<file path="config.mk">
export PLATFORM = sky130hd
export DESIGN_NAME = mult_seq
export DESIGN_NICKNAME = d
export VERILOG_FILES = /design/src/rtl/mult_seq.sv
export SDC_FILE = /design/constraint.sdc
export NUM_CORES = 1
export LEC_CHECK = 0
export ABC_AREA = 1
export BUFFER_PORTS_ARGS = -buffer_cell sky130_fd_sc_hd__buf_2
export CAP_MARGIN = 20
export CORE_UTILIZATION = 46
export CTS_BUF_LIST = sky130_fd_sc_hd__clkbuf_16
export DETAILED_ROUTE_END_ITERATION = 16
export PLACE_DENSITY = 0.77
export SETUP_SLACK_MARGIN = 0.02
export SYNTH_ARGS = -nofsm -noshare
export SYNTH_HDL_FRONTEND = slang
export SYNTH_SLANG_ARGS = --single-unit
</file>
<file path="constraint.sdc">
create_clock -name clk -period 2.42 [get_ports clk]
set_clock_uncertainty 0.2 [all_clocks]
set_input_delay 0.363 -clock clk [delete_from_list [all_inputs] [get_ports clk]]
set_output_delay 0.363 -clock clk [all_outputs]
set_load 0.005 [all_outputs]
</file>
<file path="src/rtl/mult_seq.sv">
// Sequential shift-add multiplier, A_W x B_W -> A_W+B_W, one b bit per clock.
// Ports: clk, reset (sync, active-high), ld (rising-edge start), a, b,
//   busy, mult_rdy, result. Define MULT_SIGNED_EN for two's-complement operands.
module mult_seq #(
  parameter int A_W = 8,
  parameter int B_W = 8
) (
  input  logic               clk,
  input  logic               reset,
  input  logic               ld,
  input  logic [A_W-1:0]     a,
  input  logic [B_W-1:0]     b,
  output logic               busy,
  output logic               mult_rdy,
  output logic [A_W+B_W-1:0] result
);

  localparam int P  = A_W + B_W;
  localparam int CW = $clog2(B_W);
  localparam logic [CW-1:0] CNT_LAST = CW'(B_W - 1);

  typedef enum logic {IDLE, RUN} state_t;

  state_t          state;
  state_t          state_d;
  logic            ld_q;
  logic [P-1:0]    a_reg;
  logic [P-1:0]    acc;
  logic [P-1:0]    pp;
  logic [P-1:0]    sum;
  logic [P-1:0]    a_ext;
  logic [B_W-1:0]  b_reg;
  logic [CW-1:0]   cnt;
  logic            start;
  logic            last;

`ifdef MULT_SIGNED_EN
  assign a_ext = {{B_W{a[A_W-1]}}, a};
`else
  assign a_ext = {{B_W{1'b0}}, a};
`endif

  always_comb begin
    start   = ld & ~ld_q & (state == IDLE);
    last    = (cnt == CNT_LAST);
    pp      = b_reg[0] ? (a_reg << cnt) : '0;
`ifdef MULT_SIGNED_EN
    // b's MSB carries negative weight
    sum     = last ? (acc - pp) : (acc + pp);
`else
    sum     = acc + pp;
`endif
    state_d = state;
    unique case (state)
      IDLE: if (start) state_d = RUN;
      RUN:  if (last)  state_d = IDLE;
      default: state_d = IDLE;
    endcase
  end

  always_ff @(posedge clk) begin
    if (reset) state <= IDLE;
    else       state <= state_d;
  end

  always_ff @(posedge clk) begin
    if (reset) begin
      // ld_q=1 so ld held through reset release is not an edge
      ld_q     <= 1'b1;
      a_reg    <= '0;
      b_reg    <= '0;
      acc      <= '0;
      cnt      <= '0;
      busy     <= 1'b0;
      mult_rdy <= 1'b0;
      result   <= '0;
    end else begin
      ld_q <= ld;
      unique case (state)
        IDLE: begin
          if (start) begin
            a_reg    <= a_ext;
            b_reg    <= b;
            acc      <= '0;
            cnt      <= '0;
            busy     <= 1'b1;
            mult_rdy <= 1'b0;
          end else if (!ld) begin
            mult_rdy <= 1'b0;
          end
        end
        RUN: begin
          acc   <= sum;
          b_reg <= b_reg >> 1;
          cnt   <= cnt + CW'(1);
          if (last) begin
            result   <= sum;
            mult_rdy <= 1'b1;
            busy     <= 1'b0;
          end
        end
        default: ;
      endcase
    end
  end

endmodule
</file>
==> insert_results.sql, run 1 <==
INSERT INTO impl_metrics (metric_group, metric, value, unit) VALUES
('placed_design', 'dp_hpwl', '5400', 'um'),
('global_routing', 'groute.usage.overall', '21.4', '%'),
('floorplan', 'starting_utilization_of_the_core_area', '48.4', '%'),
('sta', 'setup_ws', '-0.0765', 'ns'),
('critical_path', 'setup.reg_to_reg.worst_slack', '-0.08', 'ns'),
('status', 'violations', 'design-rule violations, negative setup slack', ''),
('clock_network', 'cts_buffer_count', '5', ''),
('pwr', 'power-per-cell-area', '447', 'nW/um^2'),
('pwr', 'report.power.total', '1.81', 'mW'),
('synth', 'most_used_flip_flop_cell_after_synthesis', 'dfxtp_1', ''),
('synth', 'ys_async_sr_fraction', '0', '%'),
('layout', 'finish.net_count', '556', ''),
('clock_network', 'tritoncts', 'yes', ''),
('sta', 'minimum_period_implied_by_the_final_worst_setup_slack', '2.50', 'ns'),
('route', 'dr_total_vias', '3157', ''),
('route', 'postRouteAntennaNets', '0', ''),
('sta', 'post-route-period-util', '103', '%'),
('synth', 'ys_ff_latch', '55', ''),
('pwr', 'irDropWorstVdd', '0.345', 'mV'),
('layout', 'design_area', '4050', 'sq um'),
('route', 'first_pass_detailed_route_iteration_total', '13', ''),
('sta', 'drv_slew', '0', ''),
('global_routing', 'first_pass_grt_wire_length', '12400', 'um'),
('sta', 'rsz_0062_raised_after_global_routing', 'true', ''),
('synth', 'seq_area_frac_synth', '35.2', '%'),
('critical_path', 'timing.critical_path.cells', 'buf_6 -> nand2_2 -> o21ai_4 -> mux2i_2 -> o22ai_2 -> ha_4 -> nand2_1 -> nand2_1 -> inv_1 -> nand2_2 -> inv_2 -> nand2_2 -> xor2_2 -> nand2_1 -> a21oi_2', ''),
('synth', 'yosys_warnings', '0', ''),
('sta', 'finalHoldViolations', '0', ''),
('critical_path', 'worstSetupEndpointType', 'flip-flop', ''),
('floorplan', 'std_cell_rows', '29', ''),
('sta', 'hold_slack', '0.0899', 'ns'),
('synth', 'library_cell_with_the_highest_instance_count_after_synthesis', 'nand2_1', ''),
('placed_design', 'post_dp_cell_area', '3420', 'sq um'),
('sta', 'maxClockFrequency', '0.401', 'GHz'),
('synth', 'synth.top_cells.by_count', 'nand2_1, dfxtp_1, inv_1', ''),
('layout', 'insertedDiodeCount', '0', ''),
('synth', 'mappedNetlistArea', '3120', 'sq um'),
('critical_path', 'setup.worst_path.class', 'reg -> reg', ''),
('floorplan', 'boundaryPins', '37', ''),
('global_routing', 'globalRoute.totalOverflow', '0', ''),
('synth', 'synth-edff-count', '0', ''),
('route', 'drt_wl_total', '8230', 'um'),
('layout', 'top_regs', 'acc x16, result x16', ''),
('route', 'remaining_drc_errors', '1', ''),
('synth', 'ys_top_cells_by_area', 'dfxtp_1, nand2_1, ha_1, inv_1, a21oi_1', ''),
('clock_network', 'htree_levels', '2', ''),
('sta', 'tightest_slew', '0.678', 'ns'),
('clock_network', 'ctsHoldBuffers', '0', ''),
('synth', 'syn-mean-instance-area', '6.70', 'sq um'),
('clock_network', 'clock_path_buffers', '2', ''),
('synth', 'post_synth_num_cell_types', '33', ''),
('layout', 'layout-drive-gt1-share', '33.1', '%'),
('synth', 'synthDominantAreaCellType', 'dfxtp_1', ''),
('layout', 'finish.utilization', '62.7', '%'),
('layout', 'layoutNonFillerInstCount', '597', ''),
('critical_path', 'critical_path_required', '2.45', 'ns'),
('critical_path', 'cpPeakStageDelay', '0.36', 'ns'),
('global_routing', 'antenna_violations_before_repair', '0', ''),
('placed_design', 'placement.io_buffers', '36', ''),
('clock_network', 'clk_pin_slew_worst_paths', '0.07', 'ns'),
('critical_path', 'worst_path_max_delay_cell', 'dfxtp_4', ''),
('layout', 'fill_cells', '548', ''),
('sta', 'slew_headroom', '54.6', '%'),
('synth', 'syn-instance-count', '466', ''),
('sta', 'setup_viol_count_final', '8', ''),
('status', 'result_of_the_run', 'finished, violations left', ''),
('critical_path', 'timing.critical_path.from_type', 'flip-flop', ''),
('route', 'post_drt_wl_per_cell', '13.8', 'um'),
('critical_path', 'worstPathMaxFanout', '6', ''),
('global_routing', 'grt_start_max_net_pins', '33', ''),
('clock_network', 'worstSkewPairLatency', '0.30', 'ns');
==> final cells by class <==
type | instances | area, sq um | area share (%)
sequential | 55 | 1110 | 27.4
timing repair buffer | 63 | 398 | 9.83
inverter | 49 | 189 | 4.67
multi-input combinational | 345 | 2120 | 52.3
clock buffer | 5 | 125 | 3.09
clock inverter | 3 | 16.3 | 0.402
tap | 77 | 96.3 | 2.38
==> layout by cell type (no fill, tap or decap), drive strengths merged <==
cell	count
nand2	176
buf	63
dfxtp	55
inv	50
a21oi	35
nor2	27
nand3	27
o21ai	22
ha	17
a31oi	7
o22ai	7
or2	6
clkbuf	5
nand3b	4
a22o	3
and2	3
xor2	3
nor3	3
clkinv	2
mux2i	1
nand4	1
xnor2	1
o21a	1
fa	1
==> metal layers <==
metal / vias up / track usage, % / part of all wire [%]
met2: 80 / 39.5 / 50
li1: 1602 / - / -
met4: 0 / 7.24 / 2.7
met3: 20 / 3.05 / 4.3
met5: - / 0 / 0
met1: 1455 / 25.4 / 43
==> metrics by stage <==
stage / setup TNS (ns) / worst slack, ns
after floorplan: 0 / 0.0274
after global placement: -0.191 / -0.0723
after detailed placement: -1.10 / -0.124
after CTS: 0 / 0.00261
after global routing: -2.41 / -0.233
final: -0.262 / -0.0765
==> path summary, 6_finish.rpt <==
path              start    endpoint  cells past startpoint
max              cnt[0]      acc[8]                     15
min                  ld        ld_q                      2
max reg2reg      cnt[0]      acc[8]                     15
min reg2reg  result[15]  result[15]                      2
==> timing repair <==
| action | CTS | global route |
|---|---|---|
| buffers inserted | 2 | 5 |
| gates cloned | 0 | 1 |
| gates resized for setup | 22 | 105 |
| setup endpoints to repair | 20 | 24 |
| endpoints found under the hold margin | 0 | 0 |
| pin swaps | 4 | 42 |
==> kinds of logic after synthesis <==
group / synth area share (%)
and+or+nand+nor: 33.0
xor gates and xnor gates: 1.12
adders and majority gates: 7.45
muxes: 0.320
AOI/OAI and AO/OA: 13.0
DFF: 35.2
buffers and inverters: 9.89
==> worst max-delay path: cells and delay by family, from the launching register on <==
family          cells  cell delay, ns
simple gates        6            0.57
flops               1            0.36
compound gates      3            0.34
fa+ha+maj           1            0.33
buf+inv             3            0.25
mux                 1            0.20
xor+xnor            1            0.16
==> where the power goes <==
group | total, mW | switching [mW] | internal (mW)
clock | 0.714 | 0.333 | 0.381
sequential | 0.935 | 0.0144 | 0.920
combinational | 0.160 | 0.101 | 0.0589
Power figures use the tool's default switching activity.
==> run 2: changes to the inputs <==
--- a/config.mk
+++ b/config.mk
@@ -12,6 +12,7 @@
 export CTS_BUF_LIST = sky130_fd_sc_hd__clkbuf_16
 export DETAILED_ROUTE_END_ITERATION = 16
 export PLACE_DENSITY = 0.77
+export RECOVER_POWER = 50
 export SETUP_SLACK_MARGIN = 0.02
 export SYNTH_ARGS = -nofsm -noshare
 export SYNTH_HDL_FRONTEND = slang
==> insert_results.sql, run 2 (synthesized netlist as in run 1, its figures left out) <==
INSERT INTO impl_metrics (metric_group, metric, value, unit) VALUES
('critical_path', 'setup.worst_path.class', 'reg -> reg', ''),
('global_routing', 'groute.usage.overall', '21.4', '%'),
('route', 'remaining_drc_errors', '2', ''),
('critical_path', 'cpPeakStageDelay', '0.36', 'ns'),
('critical_path', 'timing.critical_path.cells', 'buf_6 -> nand2_2 -> o21ai_4 -> mux2i_2 -> o22ai_2 -> ha_4 -> nand2_1 -> nand2_1 -> inv_1 -> nand2_2 -> inv_2 -> nand2_2 -> xor2_2 -> nand2_1 -> a21oi_2', ''),
('sta', 'setup_ws', '-0.0834', 'ns'),
('pwr', 'irDropWorstVdd', '0.344', 'mV'),
('sta', 'maxClockFrequency', '0.399', 'GHz'),
('layout', 'area_delta_synth_final', '29.4', '%'),
('route', 'drtIter0Drc', '214', ''),
('placed_design', 'gp_congestion', '0.864', ''),
('clock_network', 'ctsHoldBuffers', '0', ''),
('pwr', 'report.power.total', '1.80', 'mW'),
('floorplan', 'std_cell_rows', '29', ''),
('layout', 'insertedDiodeCount', '0', ''),
('route', 'dr_total_vias', '3182', ''),
('pwr', 'p_leak', '1.88', 'nW'),
('floorplan', 'fp.dieH', '84.4', 'um'),
('status', 'result_of_the_run', 'finished, violations left', ''),
('route', 'drt_wl_total', '8260', 'um'),
('critical_path', 'critical_path_required', '2.45', 'ns'),
('min_path', 'min_path_type', 'in -> reg', ''),
('layout', 'layout-drive-gt1-share', '32.3', '%'),
('layout', 'finish.net_count', '556', ''),
('status', 'violations', 'design-rule violations, negative setup slack', ''),
('route', 'top_layer_used', 'met4', ''),
('layout', 'finish.utilization', '62.6', '%'),
('sta', 'minimum_period_implied_by_the_final_worst_setup_slack', '2.50', 'ns'),
('clock_network', 'clk_pin_slew_worst_paths', '0.07', 'ns'),
('sta', 'finalHoldViolations', '0', ''),
('floorplan', 'fp.dieW', '84.4', 'um'),
('global_routing', 'antenna_violations_before_repair', '0', ''),
('global_routing', 'first_pass_grt_wire_length', '12400', 'um'),
('layout', 'mostFrequentLayoutCell', 'nand2_1', ''),
('route', 'first_pass_detailed_route_iteration_total', '10', ''),
('floorplan', 'boundaryPins', '37', ''),
('placed_design', 'placement.io_buffers', '36', ''),
('route', 'detailroute.wirelength.met3', '403', 'um'),
('critical_path', 'worstSetupEndpointType', 'flip-flop', ''),
('floorplan', 'die-area', '7130', 'sq um'),
('route', 'total_met2_wirelength_after_detailed_routing', '4190', 'um'),
('clock_network', 'tritoncts', 'yes', ''),
('clock_network', 'cts.sinks', '55', ''),
('route', 'route.layer.met1.wl', '3450', 'um'),
('critical_path', 'critical_path_buf_inv_count', '3', ''),
('clock_network', 'worstSkewPairLatency', '0.30', 'ns'),
('route', 'post_drt_wl_per_cell', '13.8', 'um'),
('placed_design', 'dp_hpwl', '5400', 'um'),
('layout', 'layout_common_cells', 'nand2_1, dfxtp_1, inv_1, nand2_2, buf_2', ''),
('sta', 'tightest_slew', '0.685', 'ns'),
('sta', 'post-route-period-util', '103', '%'),
('route', 'route.detailed.vias_per_inst', '5.33', ''),
('sta', 'setup_viol_count_final', '8', ''),
('pwr', 'power-per-cell-area', '446', 'nW/um^2'),
('global_routing', 'grt_start_max_net_pins', '33', ''),
('clock_network', 'root_cell_of_the_clock_tree', 'clkbuf_16', ''),
('floorplan', 'core_region_area', '6460', 'sq um'),
('job', 'maxCapViolCount', '0', ''),
('sta', 'slew_headroom', '54.1', '%'),
('critical_path', 'worst-endpoint-arrival', '2.53', 'ns'),
('critical_path', 'timing.critical_path.from_type', 'flip-flop', ''),
('floorplan', 'starting_utilization_of_the_core_area', '48.4', '%'),
('global_routing', 'globalRoute.totalOverflow', '0', ''),
('sta', 'rsz_0062_raised_after_global_routing', 'true', ''),
('critical_path', 'worstPathMaxFanout', '6', ''),
('clock_network', 'cts_buffer_count', '5', ''),
('clock_network', 'clock_path_buffers', '2', ''),
('critical_path', 'worst_path_max_delay_cell', 'dfxtp_4', ''),
('critical_path', 'path_delay_family', 'simple AND/OR/NAND/NOR gates', ''),
('layout', 'top_regs', 'acc x16, result x16', ''),
('global_routing', 'first_global_vias', '2894', ''),
('clock_network', 'htree_levels', '2', ''),
('route', 'postRouteAntennaNets', '0', ''),
('sta', 'drv_slew', '0', '');
run 2: cell types whose count changed in the layout (fill, tap and decap cells not counted), sizes merged:
cell,previous run,this run
buf,63,59
clkbuf,5,9
run 2: metrics by stage:
stage                     std cells  setup slack [ns]  area (sq um)  hold slack (ns)  setup TNS, ns
after CTS                       591           0.00261          3610           0.0883              0
final                           597           -0.0834          4040           0.0892         -0.269
after detailed placement        581            -0.124          3420            0.235          -1.10
after floorplan                 466            0.0274          3120            0.239              0
after global routing            597            -0.233          4040           0.0946          -2.41
after global placement          581           -0.0723          3420            0.227         -0.191
run 2: layout make-up:
class,instances,area [sq um]
Fill cell,551,2410
Multi-Input combinational cell,345,2120
Sequential cell,55,1110
Timing Repair Buffer,63,393
Inverter,49,189
Clock buffer,5,125
Tap cell,77,96.3
Clock inverter,3,16.3
run 2: metal layers:
layer	up-vias	track usage, %
li1	1600	-
met1	1476	25.4
met2	87	39.5
met3	19	3.05
met4	0	7.24
met5	-	0
run 2: where the power goes:
part,total [mW],leakage [nW],switching (mW),internal [mW]
combinational,0.160,1.36,0.101,0.0589
sequential,0.935,0.447,0.0144,0.920
clock,0.709,0.0768,0.329,0.381
run 2: timing repair:
action	in CTS	in global routing
buffers inserted	2	5
resized for setup	22	105
pin swaps	4	42
gates cloned	0	1
endpoints found under the setup margin	20	24
run 2: worst paths after layout:
check	slack (ns)	endpoint	startpoint	depth (start not counted)
worst max-delay path	-0.08	acc[8]	cnt[0]	15
worst min-delay path	0.09	ld_q	ld	2
worst max register to register	-0.08	acc[8]	cnt[0]	15
worst min register to register	0.24	result[15]	result[15]	2
==> run 3: changes to the inputs <==
--- a/config.mk
+++ b/config.mk
@@ -8,10 +8,10 @@
 export ABC_AREA = 1
 export BUFFER_PORTS_ARGS = -buffer_cell sky130_fd_sc_hd__buf_2
 export CAP_MARGIN = 20
-export CORE_UTILIZATION = 46
+export CORE_UTILIZATION = 30
 export CTS_BUF_LIST = sky130_fd_sc_hd__clkbuf_16
 export DETAILED_ROUTE_END_ITERATION = 16
-export PLACE_DENSITY = 0.77
+export PLACE_DENSITY = 0.57
 export RECOVER_POWER = 50
 export SETUP_SLACK_MARGIN = 0.02
 export SYNTH_ARGS = -nofsm -noshare
==> insert_results.sql, run 3 (synthesized netlist as in run 1, its figures left out) <==
INSERT INTO impl_metrics (metric_group, metric, value, unit) VALUES
('status', 'result_of_the_run', 'finished, violations left', ''),
('status', 'violations', 'negative setup slack', ''),
('clock_network', 'worstSkewPairLatency', '0.29', 'ns'),
('placed_design', 'gp_congestion', '0.886', ''),
('critical_path', 'setup.reg_to_reg.worst_slack', '-0.04', 'ns'),
('critical_path', 'ff2ff_path_depth', '13', ''),
('global_routing', 'first_global_vias', '2817', ''),
('global_routing', 'globalRoute.totalOverflow', '0', ''),
('layout', 'top_regs', 'acc x16, result x16', ''),
('critical_path', 'critical_path_required', '2.44', 'ns'),
('sta', 'setup_viol_count_final', '7', ''),
('critical_path', 'worst-endpoint-arrival', '2.48', 'ns'),
('layout', 'finish.utilization', '40.7', '%'),
('clock_network', 'htree_levels', '2', ''),
('clock_network', 'cts.sinks', '55', ''),
('layout', 'design_area', '4050', 'sq um'),
('pwr', 'p_leak', '1.89', 'nW'),
('critical_path', 'worst_path_max_delay_cell', 'ha_1', ''),
('clock_network', 'clock_path_buffers', '2', ''),
('layout', 'layout-drive-gt1-share', '29.1', '%'),
('route', 'first_pass_detailed_route_iteration_total', '4', ''),
('critical_path', 'regToRegEndpoint', 'acc[8]', ''),
('layout', 'layout_common_cells', 'nand2_1, dfxtp_1, inv_1, buf_2, buf_4', ''),
('sta', 'post-route-period-util', '102', '%'),
('critical_path', 'crit_top_cell', 'nand2_2', ''),
('layout', 'finish.net_count', '562', ''),
('route', 'remaining_drc_errors', '0', ''),
('global_routing', 'first_pass_grt_wire_length', '13100', 'um'),
('global_routing', 'antenna_violations_before_repair', '0', ''),
('sta', 'setup_ws', '-0.0430', 'ns'),
('layout', 'insertedDiodeCount', '0', ''),
('sta', 'slew_headroom', '50.7', '%'),
('layout', 'mostFrequentLayoutCell', 'nand2_1', ''),
('sta', 'rsz_0062_raised_after_global_routing', 'true', ''),
('critical_path', 'worstPathMaxFanout', '5', ''),
('clock_network', 'root_cell_of_the_clock_tree', 'clkbuf_16', ''),
('min_path', 'min_path_type', 'in -> reg', ''),
('pwr', 'irDropWorstVdd', '0.263', 'mV'),
('critical_path', 'cpPeakStageDelay', '0.39', 'ns'),
('route', 'post_drt_wl_per_cell', '12.6', 'um'),
('clock_network', 'clk_pin_slew_worst_paths', '0.07', 'ns'),
('sta', 'minimum_period_implied_by_the_final_worst_setup_slack', '2.46', 'ns'),
('global_routing', 'grt_start_max_net_pins', '33', ''),
('sta', 'setup_tns', '-0.164', 'ns'),
('critical_path', 'path_delay_family', 'simple AND/OR/NAND/NOR gates', ''),
('critical_path', 'worst_r2r_startpoint', 'cnt[0]', ''),
('route', 'drt_wl_total', '8270', 'um'),
('clock_network', 'cts_buffer_count', '5', ''),
('layout', 'layoutNonFillerInstCount', '658', ''),
('critical_path', 'worstSetupPathDepth', '13', ''),
('floorplan', 'starting_utilization_of_the_core_area', '31.4', '%'),
('critical_path', 'critical_path_buf_inv_count', '1', ''),
('global_routing', 'groute.usage.overall', '14.8', '%'),
('route', 'route.detailed.vias_per_inst', '4.74', ''),
('route', 'dr_total_vias', '3116', ''),
('placed_design', 'numPlacedInstances', '642', ''),
('critical_path', 'crit_path_start', 'cnt[0]', ''),
('placed_design', 'placement.io_buffers', '36', ''),
('sta', 'hold_slack', '0.0968', 'ns'),
('floorplan', 'std_cell_rows', '36', ''),
('floorplan', 'fp.dieW', '104', 'um'),
('clock_network', 'ctsHoldBuffers', '0', ''),
('floorplan', 'fp.dieH', '104', 'um'),
('critical_path', 'setup.worst_path.class', 'reg -> reg', ''),
('placed_design', 'dp_hpwl', '5650', 'um'),
('floorplan', 'die-area', '10800', 'sq um'),
('floorplan', 'core_region_area', '9950', 'sq um'),
('sta', 'drv_slew', '0', ''),
('sta', 'tightest_slew', '0.736', 'ns'),
('critical_path', 'timing.critical_path.cells', 'buf_6 -> nand2_2 -> o21ai_2 -> mux2i_2 -> o22ai_1 -> ha_1 -> nand2_2 -> nor2_2 -> nand2_2 -> nand2_2 -> xor2_2 -> nand2_1 -> a21oi_1', ''),
('placed_design', 'post_dp_cell_area', '3530', 'sq um'),
('pwr', 'power-per-cell-area', '467', 'nW/um^2'),
('layout', 'area_delta_synth_final', '29.7', '%'),
('clock_network', 'tritoncts', 'yes', ''),
('critical_path', 'worstSetupEndpointType', 'flip-flop', ''),
('route', 'drtIter0Drc', '169', ''),
('sta', 'finalHoldViolations', '0', ''),
('sta', 'maxClockFrequency', '0.406', 'GHz'),
('critical_path', 'crit_end', 'acc[8]', ''),
('critical_path', 'timing.critical_path.from_type', 'flip-flop', ''),
('job', 'maxCapViolCount', '0', ''),
('route', 'postRouteAntennaNets', '0', ''),
('floorplan', 'boundaryPins', '37', '');
-- run 3: report_power, final --
part | internal (mW) | total (mW) | switching [mW] | leakage, nW
Combinational | 0.0566 | 0.153 | 0.0962 | 1.36
Sequential | 0.920 | 0.933 | 0.0134 | 0.446
Clock | 0.480 | 0.807 | 0.327 | 0.0811
-- run 3: through the flow --
stage                     total power, mW  worst slack (ns)
after global routing                 1.98            -0.202
after detailed placement             1.08            -0.140
after global placement               1.07            -0.186
after CTS                            1.91          -0.00822
after floorplan                      1.04            0.0274
final                                1.89           -0.0430
-- run 3: worst min path at each step --
stage | to | depth (start not counted) | slack (ns) | startpoint
final | ld_q | 2 | 0.1 | ld
after global routing | ld_q | 2 | 0.1 | ld
after CTS | ld_q | 2 | 0.09 | ld
after detailed placement | result[14] | 2 | 0.24 | result[14]
after global placement | result[1] | 2 | 0.23 | result[1]
after floorplan | a_reg[1] | 2 | 0.24 | a_reg[1]
-- run 3: cell type report --
type,count,area [sq um]
inverter,49,184
tap,133,166
fill,1010,5900
clock buffer,5,125
clock inverter,2,33.8
multi-input combinational,345,2000
timing repair buffer,69,439
sequential,55,1100
-- run 3: layer usage --
layer  GRT usage [%]  routed length (um)  vias to the layer above
met1            19.6                3810                     1427
met4            4.80                 110                        0
met5               0                   0                        -
met2            24.5                3990                       69
li1                -                   -                     1609
met3            2.51                 356                       11
-- run 3: timing repair --
item,CTS,global route
pin swaps,17,29
gates resized for setup,34,59
setup endpoints to repair,24,24
gates cloned,1,0
buffers inserted,5,3
